File: config.mk
export PLATFORM = sky130hd
export DESIGN_NAME = perf_monitor
export DESIGN_NICKNAME = d
export VERILOG_FILES = /design/src/rtl/perf_monitor.sv
export SDC_FILE = /design/constraint.sdc
export NUM_CORES = 1
export LEC_CHECK = 0
export CAP_MARGIN = 15
export CORE_MARGIN = 2
export CORE_UTILIZATION = 60
export CTS_CLUSTER_DIAMETER = 150
export DETAILED_ROUTE_END_ITERATION = 8
export HOLD_SLACK_MARGIN = 0.1
export PLACE_DENSITY = 0.8
export SYNTH_ARGS = -nofsm -noshare
export SYNTH_HDL_FRONTEND = slang
export SYNTH_SLANG_ARGS = --single-unit
File: constraint.sdc
create_clock -name clock -period 3.9 [get_ports clock]
set_input_delay 0.78 -clock clock [delete_from_list [all_inputs] [get_ports clock]]
set_output_delay 0.78 -clock clock [all_outputs]
set_load 0.01 [all_outputs]
File: src/rtl/perf_monitor.sv
// perf_monitor: configurable multi-channel event counter block.
// Each channel counts one selected event strobe in level or rising-edge mode,
// wraps or saturates at full scale with a sticky overflow flag, and is read
// only through a snapshot bank that captures every channel at once.
// The event strobe port is called "events" because "event" is a reserved word.
module perf_monitor #(
  parameter int NUM_CH = 4,
  parameter int CNT_W  = 16,
  parameter int EVT_W  = 8,
  localparam int CH_W  = (NUM_CH > 1) ? $clog2(NUM_CH) : 1,
  localparam int SEL_W = (EVT_W > 1) ? $clog2(EVT_W) : 1
) (
  input  logic              clock,
  input  logic              reset,
  input  logic [EVT_W-1:0]  events,
  input  logic              run,
  input  logic              clear,
  input  logic              cfg_we,
  input  logic [CH_W-1:0]   cfg_ch,
  input  logic [SEL_W-1:0]  cfg_sel,
  input  logic [2:0]        cfg_mode,
  input  logic              snap_req,
  output logic              snap_valid,
  input  logic [CH_W-1:0]   rd_ch,
  output logic [CNT_W-1:0]  rd_data,
  output logic [NUM_CH-1:0] ovf
);

  // Bit positions inside the per-channel mode field.
  localparam int MODE_EN   = 0;
  localparam int MODE_EDGE = 1;
  localparam int MODE_SAT  = 2;

  // Mode loaded at reset: enabled, level sensitive, wrapping.
  localparam logic [2:0] MODE_DEFAULT = 3'b001;

  localparam logic [CNT_W-1:0] CNT_MAX = '1;

  // Per-channel configuration and state.
  logic [SEL_W-1:0]  sel_q   [NUM_CH];
  logic [2:0]        mode_q  [NUM_CH];
  logic [CNT_W-1:0]  cnt_q   [NUM_CH];
  logic [CNT_W-1:0]  snap_q  [NUM_CH];
  logic [NUM_CH-1:0] ovf_q;

  // Previous sample of every event line, used for rising-edge detection.
  logic [EVT_W-1:0]  evt_prev_q;
  logic              snap_valid_q;

  // Per-channel decode results.
  logic [NUM_CH-1:0] evt_cur;
  logic [NUM_CH-1:0] evt_old;
  logic [NUM_CH-1:0] sel_ok;
  logic [NUM_CH-1:0] qual;
  logic [NUM_CH-1:0] inc;

  // Route the selected event (current and previous sample) to each channel
  // and decide whether that channel increments at the coming edge.
  always_comb begin
    // NOTE: every output of a combinational block gets a default first so no
    // path leaves it unassigned, which would otherwise infer a latch.
    evt_cur = '0;
    evt_old = '0;
    sel_ok  = '0;
    qual    = '0;
    inc     = '0;
    for (int ch = 0; ch < NUM_CH; ch++) begin
      for (int e = 0; e < EVT_W; e++) begin
        if (sel_q[ch] == SEL_W'(e)) begin
          evt_cur[ch] = events[e];
          evt_old[ch] = evt_prev_q[e];
        end
      end
      // A select pointing past the last event line never qualifies.
      sel_ok[ch] = (32'(sel_q[ch]) < EVT_W);
      qual[ch]   = mode_q[ch][MODE_EDGE] ? (evt_cur[ch] & ~evt_old[ch])
                                         : evt_cur[ch];
      inc[ch]    = run & mode_q[ch][MODE_EN] & sel_ok[ch] & qual[ch];
    end
  end

  // Configuration, live counters and sticky overflow flags.
  // Priority per channel: reset, then a config write to this channel, then
  // clear, then the increment.
  always_ff @(posedge clock) begin
    // NOTE: sequential state is assigned with <= so every register samples
    // pre-edge values regardless of statement order.
    if (reset) begin
      // NOTE: these arrays are explicitly cleared because their reset value
      // is architecturally visible (counts, config defaults, snapshots).
      for (int ch = 0; ch < NUM_CH; ch++) begin
        sel_q[ch]  <= SEL_W'(ch % EVT_W);
        mode_q[ch] <= MODE_DEFAULT;
        cnt_q[ch]  <= '0;
      end
      ovf_q <= '0;
    end else begin
      for (int ch = 0; ch < NUM_CH; ch++) begin
        if (cfg_we && (cfg_ch == CH_W'(ch))) begin
          // A write to an address past the last channel matches nothing.
          sel_q[ch]  <= cfg_sel;
          mode_q[ch] <= cfg_mode;
          cnt_q[ch]  <= '0;
          ovf_q[ch]  <= 1'b0;
        end else if (clear) begin
          cnt_q[ch]  <= '0;
          ovf_q[ch]  <= 1'b0;
        end else if (inc[ch]) begin
          if (cnt_q[ch] == CNT_MAX) begin
            ovf_q[ch] <= 1'b1;
            if (!mode_q[ch][MODE_SAT]) begin
              cnt_q[ch] <= '0;
            end
          end else begin
            cnt_q[ch] <= cnt_q[ch] + 1'b1;
          end
        end
      end
    end
  end

  // Snapshot bank: captures the pre-edge counts, so the increment of the
  // request cycle (and a coincident clear) is not reflected.
  always_ff @(posedge clock) begin
    if (reset) begin
      for (int ch = 0; ch < NUM_CH; ch++) begin
        snap_q[ch] <= '0;
      end
    end else if (snap_req) begin
      for (int ch = 0; ch < NUM_CH; ch++) begin
        snap_q[ch] <= cnt_q[ch];
      end
    end
  end

  // Edge-detect history runs every cycle, independent of run, clear and
  // configuration, so a mode change never sees a stale sample.
  always_ff @(posedge clock) begin
    if (reset) begin
      evt_prev_q <= '0;
    end else begin
      evt_prev_q <= events;
    end
  end

  // One pulse per accepted snapshot request, one cycle later.
  always_ff @(posedge clock) begin
    if (reset) begin
      snap_valid_q <= 1'b0;
    end else begin
      snap_valid_q <= snap_req;
    end
  end

  // Snapshot read mux; an out-of-range channel reads as zero.
  always_comb begin
    rd_data = '0;
    for (int ch = 0; ch < NUM_CH; ch++) begin
      if (rd_ch == CH_W'(ch)) begin
        rd_data = snap_q[ch];
      end
    end
  end

  assign snap_valid = snap_valid_q;
  assign ovf        = ovf_q;

endmodule
### Yosys cells after proc, flatten, opt, wreduce, memory -nomap -nowiden

Memories as Yosys holds them, arrays and structs flattened.
Cells that the tools add are included.

| cells by class | value |
|---|---|
| add/subtract/negate cells | 4 |
| multiply operators | 0 |
| divide/modulo/power cells | 0 |
| order comparisons | 0 |
| equal/unequal tests | 38 |
| shifts and indexed selects | 0 |
| multiplexer cells | 182 |
| bitwise operators | 44 |
| reductions and logical operators | 18 |

Operator list:

| operator | number |
|---|---|
| $mux W16 | 24 |
| $mux W1 | 150 |
| $add A16 B1 Y16 const B | 4 |
| $eq A16 B16 Y1 const B | 4 |
| $eq A3 B3 Y1 const B | 16 |
| $or A1 B1 Y1 | 28 |
| $eq A3 B2 Y1 const B | 8 |
| $mux W3 | 8 |
| $and A1 B1 Y1 | 12 |
| $eq A3 B1 Y1 const B | 4 |
| $logic_not A3 Y1 | 4 |
| $reduce_or A3 Y1 | 4 |
| $eq A2 B2 Y1 const B | 4 |
| $reduce_and A2 Y1 | 4 |
| $eq A2 B1 Y1 const B | 2 |
| $logic_and A1 B1 Y1 | 4 |
| $logic_not A2 Y1 | 2 |
| $not A1 Y1 | 4 |

| storage, ports and cells | value |
|---|---|
| bits in registers | 13 |
| latch bits | 0 |
| RAM bits | 152 |
| ROM bits | 0 |
| input bits | 24 |
| output and inout bits | 21 |
| memories kept | 4 |

Memory list:

| memory | words | bits a word | rd ports | clocked after memory_dff | wr ports | line | RTL |
|---|---|---|---|---|---|---|---|
| cnt_q | 4 | 16 | 4 | 0 | 4 | 42 | `logic [CNT_W-1:0] cnt_q [NUM_CH];` |
| snap_q | 4 | 16 | 4 | 0 | 4 | 43 | `logic [CNT_W-1:0] snap_q [NUM_CH];` |
| mode_q | 4 | 3 | 4 | 0 | 4 | 41 | `logic [2:0] mode_q [NUM_CH];` |
| sel_q | 4 | 3 | 4 | 0 | 4 | 40 | `logic [SEL_W-1:0] sel_q [NUM_CH];` |

### Longest topological paths before layout

Gate-level depths: netlist of run 1.
An unclocked memory read counts as a cell.

| logic depth | value |
|---|---|
| depth after elaboration | 21 |
| depth in mapped cells | 7 |
| mapped depth without buffers | 6 |

### Worst setup path before layout of run 1

Ideal clock, no wire load.

| timing path | value |
|---|---|
| path type | input -> register |
| start point | input port events[6] |
| end point | memory cnt_q[0][0], enable pin |
| library setup time | 0.411 ns |
| data arrival time | 2.731 ns |
| setup slack | 0.758 ns |
| cell stages on the path | 5 |
| buffers on the path | 0 |
| path through | a21boi_1 > mux2i_1 > a221oi_1 > nand2_1 > o21ai_0 |

RTL lines:

| what | line | RTL |
|---|---|---|
| start: declaration | 15 | `input logic [EVT_W-1:0] events,` |
| end: declaration | 42 |  |

### Worst setup path after layout of run 1

| timing path | value |
|---|---|
| start point | input port rd_ch[0] |
| end point | output port rd_data[1] |

| on the way | value |
|---|---|
| word-level cells in the longest chain between the ends | 5 |
| elaborated cells on any way between the ends | 8 |

RTL lines:

| what | line | RTL |
|---|---|---|
| start: declaration | 24 | `input logic [CH_W-1:0] rd_ch,` |
| $logic_not A2 Y1 | 159 | `if (rd_ch == CH_W'(ch)) begin` |
| $mux W16 (3 in series) | 159 |  |
| $mux W16 * | 159 |  |
| end: declaration | 25 | `output logic [CNT_W-1:0] rd_data,` |

Every way passes the cells marked *; elsewhere a longest branch is shown, timed or not.

==> summary.md, run 1 <==
| Metric | Value |
|---|---|
| Run status | `finished, final reports clean` |
| Highest attainable clock frequency | `298 MHz` |
| Post-Synthesis Cells | `about 640` |
| Pin count of the biggest net entering global routing | `66` |
| Worst max-slew margin expressed relative to the limit | `32.4%` |
| Hold-fix buffers at CTS | `0` |
| Antenna Diode Count | `0` |
| DIE WIDTH | `~120 um` |
| Maximum VDD drop | `0.289 mV` |
| Worst setup path category | `primary input to primary output` |
| Tcrit/Tclk final | `86.1%` |
| DIE HEIGHT | `about 120 um` |
| Sequential-to-total area share from yosys stat | `between 50 and 60%` |
| Average cell area after synthesis | `12.6 um^2` |
| Cell at the root of the clock tree | `clkbuf_16` |
| Most used DFF post-synth | `edfxtp_1` |
| Register bit count reported by yosys | `165` |
| Unique masters post-synth | `50` |
| RSZ-0062 raised after global routing | `no` |
| Required time worst endpoint | `3.12 ns` |
| Worst min-delay path category | `flip-flop to flip-flop` |
| Critical path endpoint category | `primary output` |
| Cells resized by post-CTS repair | `0` |
| Family with the most delay on the worst path | `buffers and inverters` |
| CTS tree | `yes` |
| Power Density | `425 nW/um^2` |
| Final layout net count | `between 700 and 800` |
| Most numerous cell on the critical path | `clkdlybuf4s50_1` |
| Total buffers and inverters traversed by the critical path | `3` |
| Vias in the first global route | `between 5000 and 6000` |
| Highest-delay cell along the critical path | `mux4_2` |
| Starting density of the core | `around three fifths` |
| Routability cong. | `0.905` |
| Crit path launch type | `primary input` |
| Final setup vio count | `0` |
| Synth-to-Final Area Change | `14.8%` |
| Leakage power figure | `3.25 nW` |
| Yosys warning count | `0` |
| Worst path arrival time | `2.58 ns` |
| Cell area after synthesis | `8080 um^2` |
| Actual transition at the worst max-transition pin | `1.01 ns` |
| Detailed-routing iteration count for the pre-antenna-repair pass | `5` |
| Initial drt markers | `roughly 440` |
| Number of enable flip-flop cells after synthesis | `~150` |
| Highest cell delay on the worst timing path | `0.55 ns` |
| Antenna violation net count after detailed routing | `0` |
| Num CTS Buffers | `17` |
| Cell count after placement | `roughly 860` |
| Core Rows | `42` |
| Clock Latency Late Sink | `0.43 ns` |
| Routed length per instance | `19.4 um` |
| Longest Clk Path Bufs | `2` |
| GRT Util Overall | `25.8%` |
| Clock transition at path regs | `0.06 ns` |
| Net Count, Synth | `670` |
| H-Tree Level Count | `4` |
| DR vias/cell | `5.94` |
| Critical path, cell by cell | `clkdlybuf4s50_1, buf_4, mux4_2, clkdlybuf4s50_1` |
| Total number of vias | `5282` |
| Floorplan die area | `14400 um^2` |
| Post CTS Setup Buffer Count | `0` |
| Count of buffers from port buffering | `44` |
| Max Transition Viols Final | `0` |
| Clock Skews | `between 0.009 and 0.01 ns` |
| Initial antenna violation count | `0` |
| Post-layout minimum cycle time | `3.36 ns` |
| Fraction of registers with async set/reset | `0%` |
| Final-layout setup total negative slack | `0 ns` |
| DRC violations left | `0` |
| Post-Route Hold Slack | `0.452 ns` |
| Total half-perimeter wirelength after legalization and detailed placement | `12100 um` |
| Worst-path maximum fanout | `16` |
| TritonCTS Sinks | `165` |
| GR Overflow Total | `0` |
| I/O pins | `45` |
| Wire length of the first global-routing pass | `approximately 28000 um` |
| Layout cell share with drive strength beyond 1 | `10.4%` |
| Total core area | `roughly 13000 um^2` |
| Max capacitance violation total | `0` |
| Number of endpoints with negative hold slack in the final report | `0` |
| Number of standard cells in the layout, taps in and fillers out | `~890` |
| DRT Wirelength | `17200 um` |
==> placed cells by master, fill, tap and decap left out, types with 3 or more instances in the layout <==
cell type	count
edfxtp_1	152
and2_1	80
nor2_1	71
clkdlybuf4s50_1	44
nand2_1	43
nand3_1	42
xor2_1	36
mux4_2	22
xnor2_1	20
clkbuf_16	17
and3_1	15
nor2b_1	15
nand2b_1	14
dfxtp_1	13
nand4_1	10
inv_1	10
buf_4	10
nor2_4	8
a21boi_0	6
nor3_1	6
o21ai_1	5
clkbuf_1	5
clkinv_2	5
a221oi_1	4
a21boi_1	4
nor4_1	4
mux2i_1	4
ha_1	4
o21ai_0	3
nand3b_1	3
o21bai_1	3
clkinv_4	3
==> worst reg2reg max path: stages (launching register included) <==
cell	delay (ns)
edfxtp_1	0.48
ha_1	0.28
nand3_1	0.13
nor4_1	0.88
or4b_1	0.26
buf_4	0.34
nor2_1	0.11
==> synth_stat cells (4+ instances only) <==
cell | instances | share of area (%)
a21boi_1 | 4 | 0.37
edfxtp_1 | 152 | 57
nand2b_1 | 14 | 1.1
clkbuf_1 | 12 | 0.56
and2_1 | 80 | 6.2
nor4_1 | 4 | 0.31
o21ai_0 | 4 | 0.25
mux4_2 | 22 | 6.1
nor3_1 | 6 | 0.37
nor2_4 | 8 | 1.1
nor2b_1 | 16 | 1.2
o21ai_1 | 4 | 0.25
dfxtp_1 | 13 | 3.2
and3_1 | 15 | 1.2
nor2_1 | 71 | 3.3
nand2_1 | 43 | 2.0
inv_1 | 10 | 0.46
a21boi_0 | 6 | 0.56
ha_1 | 4 | 0.62
mux2i_1 | 4 | 0.50
nand3_1 | 42 | 2.6
a221oi_1 | 4 | 0.43
xnor2_1 | 20 | 2.2
xor2_1 | 36 | 3.9
nand4_1 | 10 | 0.77
==> worst paths after layout <==
kind,start,endpoint,slack (ns),cells after the start
worst max-delay path,rd_ch[0],rd_data[1],0.54,4
worst min register to register,ovf[0],ovf[0],0.45,2
worst min-delay path,ovf[0],ovf[0],0.45,2
worst max register to register,cnt_q[1][0],cnt_q[1][5],1.18,6
==> report_power, final <==
group / total [mW] / leakage (nW) / switching (mW) / internal [mW]
registers: 2.15 / 1.78 / 0.105 / 2.04
logic: 0.309 / 1.22 / 0.151 / 0.158
clock network: 1.48 / 0.255 / 0.652 / 0.827
total: 3.94 / 3.25 / 0.909 / 3.03
==> registers in the layout, summed over array words and instances, names as in the netlist <==
| name | cells |
|---|---|
| cnt_q | 64 |
| evt_prev_q | 8 |
| mode_q | 12 |
| ovf | 4 |
| sel_q | 12 |
| snap_q | 64 |
| snap_valid | 1 |
==> final cells by class <==
type                       count  area (um^2)
fill                         887         3920
inverter                      10         37.5
timing repair buffer          55          536
clock buffer                  23          458
tap                          176          220
clock inverter                 9         58.8
sequential                   165         4820
multi-input combinational    451         3140
==> layer usage <==
| layer | vias up | share of wire [%] | track usage, % |
|---|---|---|---|
| li1 | 2444 | - | - |
| met1 | 2626 | 41 | 35.0 |
| met2 | 191 | 51 | 42.0 |
| met3 | 21 | 6.4 | 4.80 |
| met4 | 0 | 1.6 | 8.97 |
| met5 | - | 0 | 0 |
==> per-stage QoR <==
stage               utilization [%]  setup WS [ns]  area [um^2]  total power [mW]
floorplan                         -          0.758         8080              2.34
global placement               66.4          0.554         8750              2.47
detailed placement             66.4          0.519         8750              2.49
CTS                            70.3          0.526         9270              3.95
global route                   70.3          0.468         9270              4.06
finish                         70.3          0.543         9270              3.94
==> kinds of logic after synthesis <==
kind of cell / Yosys count / share of synthesized area, %
AOI/OAI and AO/OA: 40 / 3.58
xor gates and xnor gates: 56 / 6.07
adders and majority gates: 4 / 0.620
buffers and inverters: 26 / 1.46
DFF: 165 / 59.7
muxes: 27 / 6.96
and+or+nand+nor: 324 / 21.6
Note: power is estimated with default switching activity, not from simulation.
==> inputs of run 2 (changes only) <==
--- a/config.mk
+++ b/config.mk
@@ -5,6 +5,7 @@
 export SDC_FILE = /design/constraint.sdc
 export NUM_CORES = 1
 export LEC_CHECK = 0
+export ABC_AREA = 1
 export CAP_MARGIN = 15
 export CORE_MARGIN = 2
 export CORE_UTILIZATION = 60
==> run 2 against run 1 <==
  * Synthesized area increased by 5.4%
  * Combinational power grew 24%
  * Sequential share of layout area fell by 2.3 points
  * Largest cell class unchanged
==> summary.md, run 2 <==
| Metric | Value |
|---|---|
| Most used DFF post-synth | `edfxtp_1` |
| GR Overflow Total | `0 (unchanged)` |
| Total number of vias | `6420 (+22%)` |
| I/O pins | `45 (unchanged)` |
| Num CTS Buffers | `17 (unchanged)` |
| Final layout net count | `993 (+36%)` |
| Fraction of registers with async set/reset | `0% (unchanged)` |
| Number of endpoints with negative hold slack in the final report | `0 (unchanged)` |
| End point of the most critical hold path | `ovf[1]` |
| Launch point of the worst hold path | `ovf[1]` |
| Unique masters post-synth | `33 (-34%)` |
| Post CTS Setup Buffer Count | `0 (unchanged)` |
| Max capacitance violation total | `0 (unchanged)` |
| Longest Clk Path Bufs | `2 (unchanged)` |
| Synth-to-Final Area Change | `14.0%` |
| Critical path, cell by cell | `clkdlybuf4s50_1, clkinv_1, nor2_1, buf_4, a221oi_1, a21oi_1, clkdlybuf4s50_1` |
| Leakage power figure | `3.69 nW (+13%)` |
| Total power consumption of the routed design | `4.09 mW (+3.9%)` |
| Most used cells in the layout excluding fill and tap cells | `nor2_1 (189), edfxtp_1 (152), inv_1 (139)` |
| Highest-delay cell along the critical path | `clkdlybuf4s50_1` |
| Leading cell type in the layout, fill and taps excluded | `nor2_1` |
| DRC violations left | `0 (unchanged)` |
| Non-Filler Cell Area, Final | `9700 um^2 (+4.6%)` |
| DIE WIDTH | `123 um (+2.6%)` |
| Layout cell share with drive strength beyond 1 | `8.50% (-1.9 points)` |
| H-Tree Level Count | `4 (unchanged)` |
| Yosys warning count | `0 (unchanged)` |
| Total half-perimeter wirelength after legalization and detailed placement | `13200 um (+9.1%)` |
| Run status | `finished, final reports clean` |
| Crit path launch type | `primary input` |
| Floorplan die area | `15200 um^2 (+5.2%)` |
| TritonCTS Sinks | `165 (unchanged)` |
| Routability cong. | `0.901 (-0.46%)` |
| Number of enable flip-flop cells after synthesis | `152 (unchanged)` |
| Reg2Reg Setup Slack | `1.65 ns (+0.47 ns)` |
| Required time worst endpoint | `3.12 ns (about the same)` |
| Starting density of the core | `61.3% (+0.072 points)` |
| Antenna Diode Count | `0 (unchanged)` |
| Initial drt markers | `750 (+70%)` |
| Clock transition at path regs | `0.06 ns (about the same)` |
| Average cell area after synthesis | `9.33 um^2 (-26%)` |
| Sequential-to-total area share from yosys stat | `56.7% (-3.0 points)` |
| Cells resized by post-CTS repair | `0 (unchanged)` |
| Final setup vio count | `0 (unchanged)` |
| Number of fill cells in the layout | `1025 (+16%)` |
| Yosys top cell area share | `53.6% (-2.9 points)` |
| Count of buffers from port buffering | `44 (unchanged)` |
| Maximum VDD drop | `0.264 mV (-8.9%)` |
| Largest registers | `cnt_q (64), snap_q (64)` |
| Pin count of the biggest net entering global routing | `65 (-1.5%)` |
| Cell area after synthesis | `8510 um^2 (+5.4%)` |
| Top cell types by occurrence after synthesis | `nor2_1 (189), edfxtp_1 (152), inv_1 (139)` |
| Power Density | `422 nW/um^2 (-0.70%)` |
| Register bit count reported by yosys | `165 (unchanged)` |
| Total buffers and inverters traversed by the critical path | `4 (+1)` |
| Critical path endpoint category | `primary output` |
| Length in cells of the worst reg-to-reg path | `9 (+3)` |
| Cell type with the largest total area after synthesis | `edfxtp_1` |
| Clock Skews | `0.00739 ns (-0.00232 ns)` |
| Dpl ws | `0.288 ns (-0.231 ns)` |
| Routed length per instance | `16.1 um (-17%)` |
| Worst-path maximum fanout | `10 (-6)` |
| Most instantiated library cell after synthesis | `nor2_1` |
| Start of the worst register-to-register path | `cnt_q[2][0]` |
| Post-Synthesis Cells | `912 (+42%)` |
| GRT Util Overall | `25.8% (+0.032 points)` |
| Clock Latency Late Sink | `0.43 ns (about the same)` |
| Hold-fix buffers at CTS | `0 (unchanged)` |
| Highest attainable clock frequency | `274 MHz (-8.1%)` |
| Vias in the first global route | `6060 (+18%)` |
| Worst setup path category | `primary input to primary output` |
| Highest cell delay on the worst timing path | `0.57 ns (+0.02 ns)` |
| Core Rows | `43 (+2.4%)` |
| Biggest area contributors in the synthesized netlist | `edfxtp_1 (54%), nor2_1 (8.3%), inv_1 (6.1%)` |
| Post-layout minimum cycle time | `3.65 ns (+0.296 ns)` |
| Post-layout worst setup margin | `0.247 ns (-0.296 ns)` |
| Post-detailed-placement cell area | `9160 um^2 (+4.6%)` |
| Worst max-slew margin expressed relative to the limit | `57.6% (+25 points)` |
| DRT Wirelength | `18600 um (+7.8%)` |
| Tcrit/Tclk final | `93.7% (+7.6 points)` |
| Family with the most delay on the worst path | `buffers and inverters` |
| R2r endpoint | `cnt_q[2][8]` |
| Hold Path Cell Cnt | `2 (unchanged)` |
| Net Count, Synth | `940 (+40%)` |
| Detailed-routing iteration count for the pre-antenna-repair pass | `5 (unchanged)` |
| Worst path arrival time | `2.87 ns (+0.29 ns)` |
| Post-Route Hold Slack | `0.468 ns (+0.0154 ns)` |
| Max Transition Viols Final | `0 (unchanged)` |
| Wire length of the first global-routing pass | `29500 um (+5.7%)` |
| DR vias/cell | `5.55 (-6.5%)` |
| Final-layout setup total negative slack | `0 ns (unchanged)` |
| Worst min-delay path category | `flip-flop to flip-flop` |
| DIE HEIGHT | `123 um (+2.6%)` |
| Cell at the root of the clock tree | `clkbuf_16` |
| CTS tree | `yes` |
| Antenna violation net count after detailed routing | `0 (unchanged)` |
| Initial antenna violation count | `0 (unchanged)` |
| Actual transition at the worst max-transition pin | `0.634 ns (-0.371 ns)` |
| RSZ-0062 raised after global routing | `no` |
| Most numerous cell on the critical path | `clkdlybuf4s50_1` |
| WP depth | `7 (+3)` |
| Total core area | `13900 um^2 (+5.2%)` |
## run 2: worst max path at each step
stage	to	slack, ns	startpoint
after global routing	rd_data[9]	0.15	rd_ch[1]
after floorplan	snap_q[0][0]	0.92	reset
after CTS	rd_data[2]	0.27	rd_ch[0]
after global placement	rd_data[9]	0.36	rd_ch[1]
after detailed placement	rd_data[11]	0.29	rd_ch[1]
final	rd_data[11]	0.25	rd_ch[1]
## run 2: metal layers
layer  GRT usage, %  share of wire (%)
met3           6.13                8.9
met5              0                  0
met1           34.9                 42
met2           40.6                 46
met4           10.1                2.8
## run 2: worst register-to-register path, cell delays in order, from the launching register on
cell and delay [ns]:
edfxtp_1 0.42, ha_1 0.24, nand3_2 0.11, nor2_2 0.19, nand3_2 0.17, nor3_4 0.22, nand4_2 0.18, nor2_1 0.13
o21ai_1 0.08, buf_4 0.24
## run 2: per-stage QoR
stage                     cells  utilization (%)
after floorplan             912                -
final                      1156             69.9
after detailed placement   1126             66.0
after global placement     1126             66.0
after global routing       1156             69.9
after CTS                  1156             69.9
## run 2: where the power goes
group	leakage, nW	switching (mW)	internal, mW	total, mW
combinational	1.65	0.243	0.139	0.382
sequential	1.78	0.0921	2.04	2.14
clock	0.252	0.654	0.918	1.57
total	3.69	0.989	3.10	4.09
## run 2: cell families after synthesis
kind of cell             after synthesis  share of synthesized area [%]
AO/OA/AOI/OAI                         53                           3.57
XOR/XNOR                              50                           5.15
adder cells (fa/ha/maj)                4                          0.588
buffers and inverters                167                           7.91
flip-flops                           165                           56.7
AND/OR/NAND/NOR                      473                           26.1
## run 2: cell type report
cell class,instances,area (um^2),area share (%)
multi-input combinational,580,3010,31.1
sequential,165,4820,49.7
clock inverter,13,118,1.21
clock buffer,17,425,4.39
inverter,147,552,5.69
tap,180,225,2.32
timing repair buffer,54,541,5.57
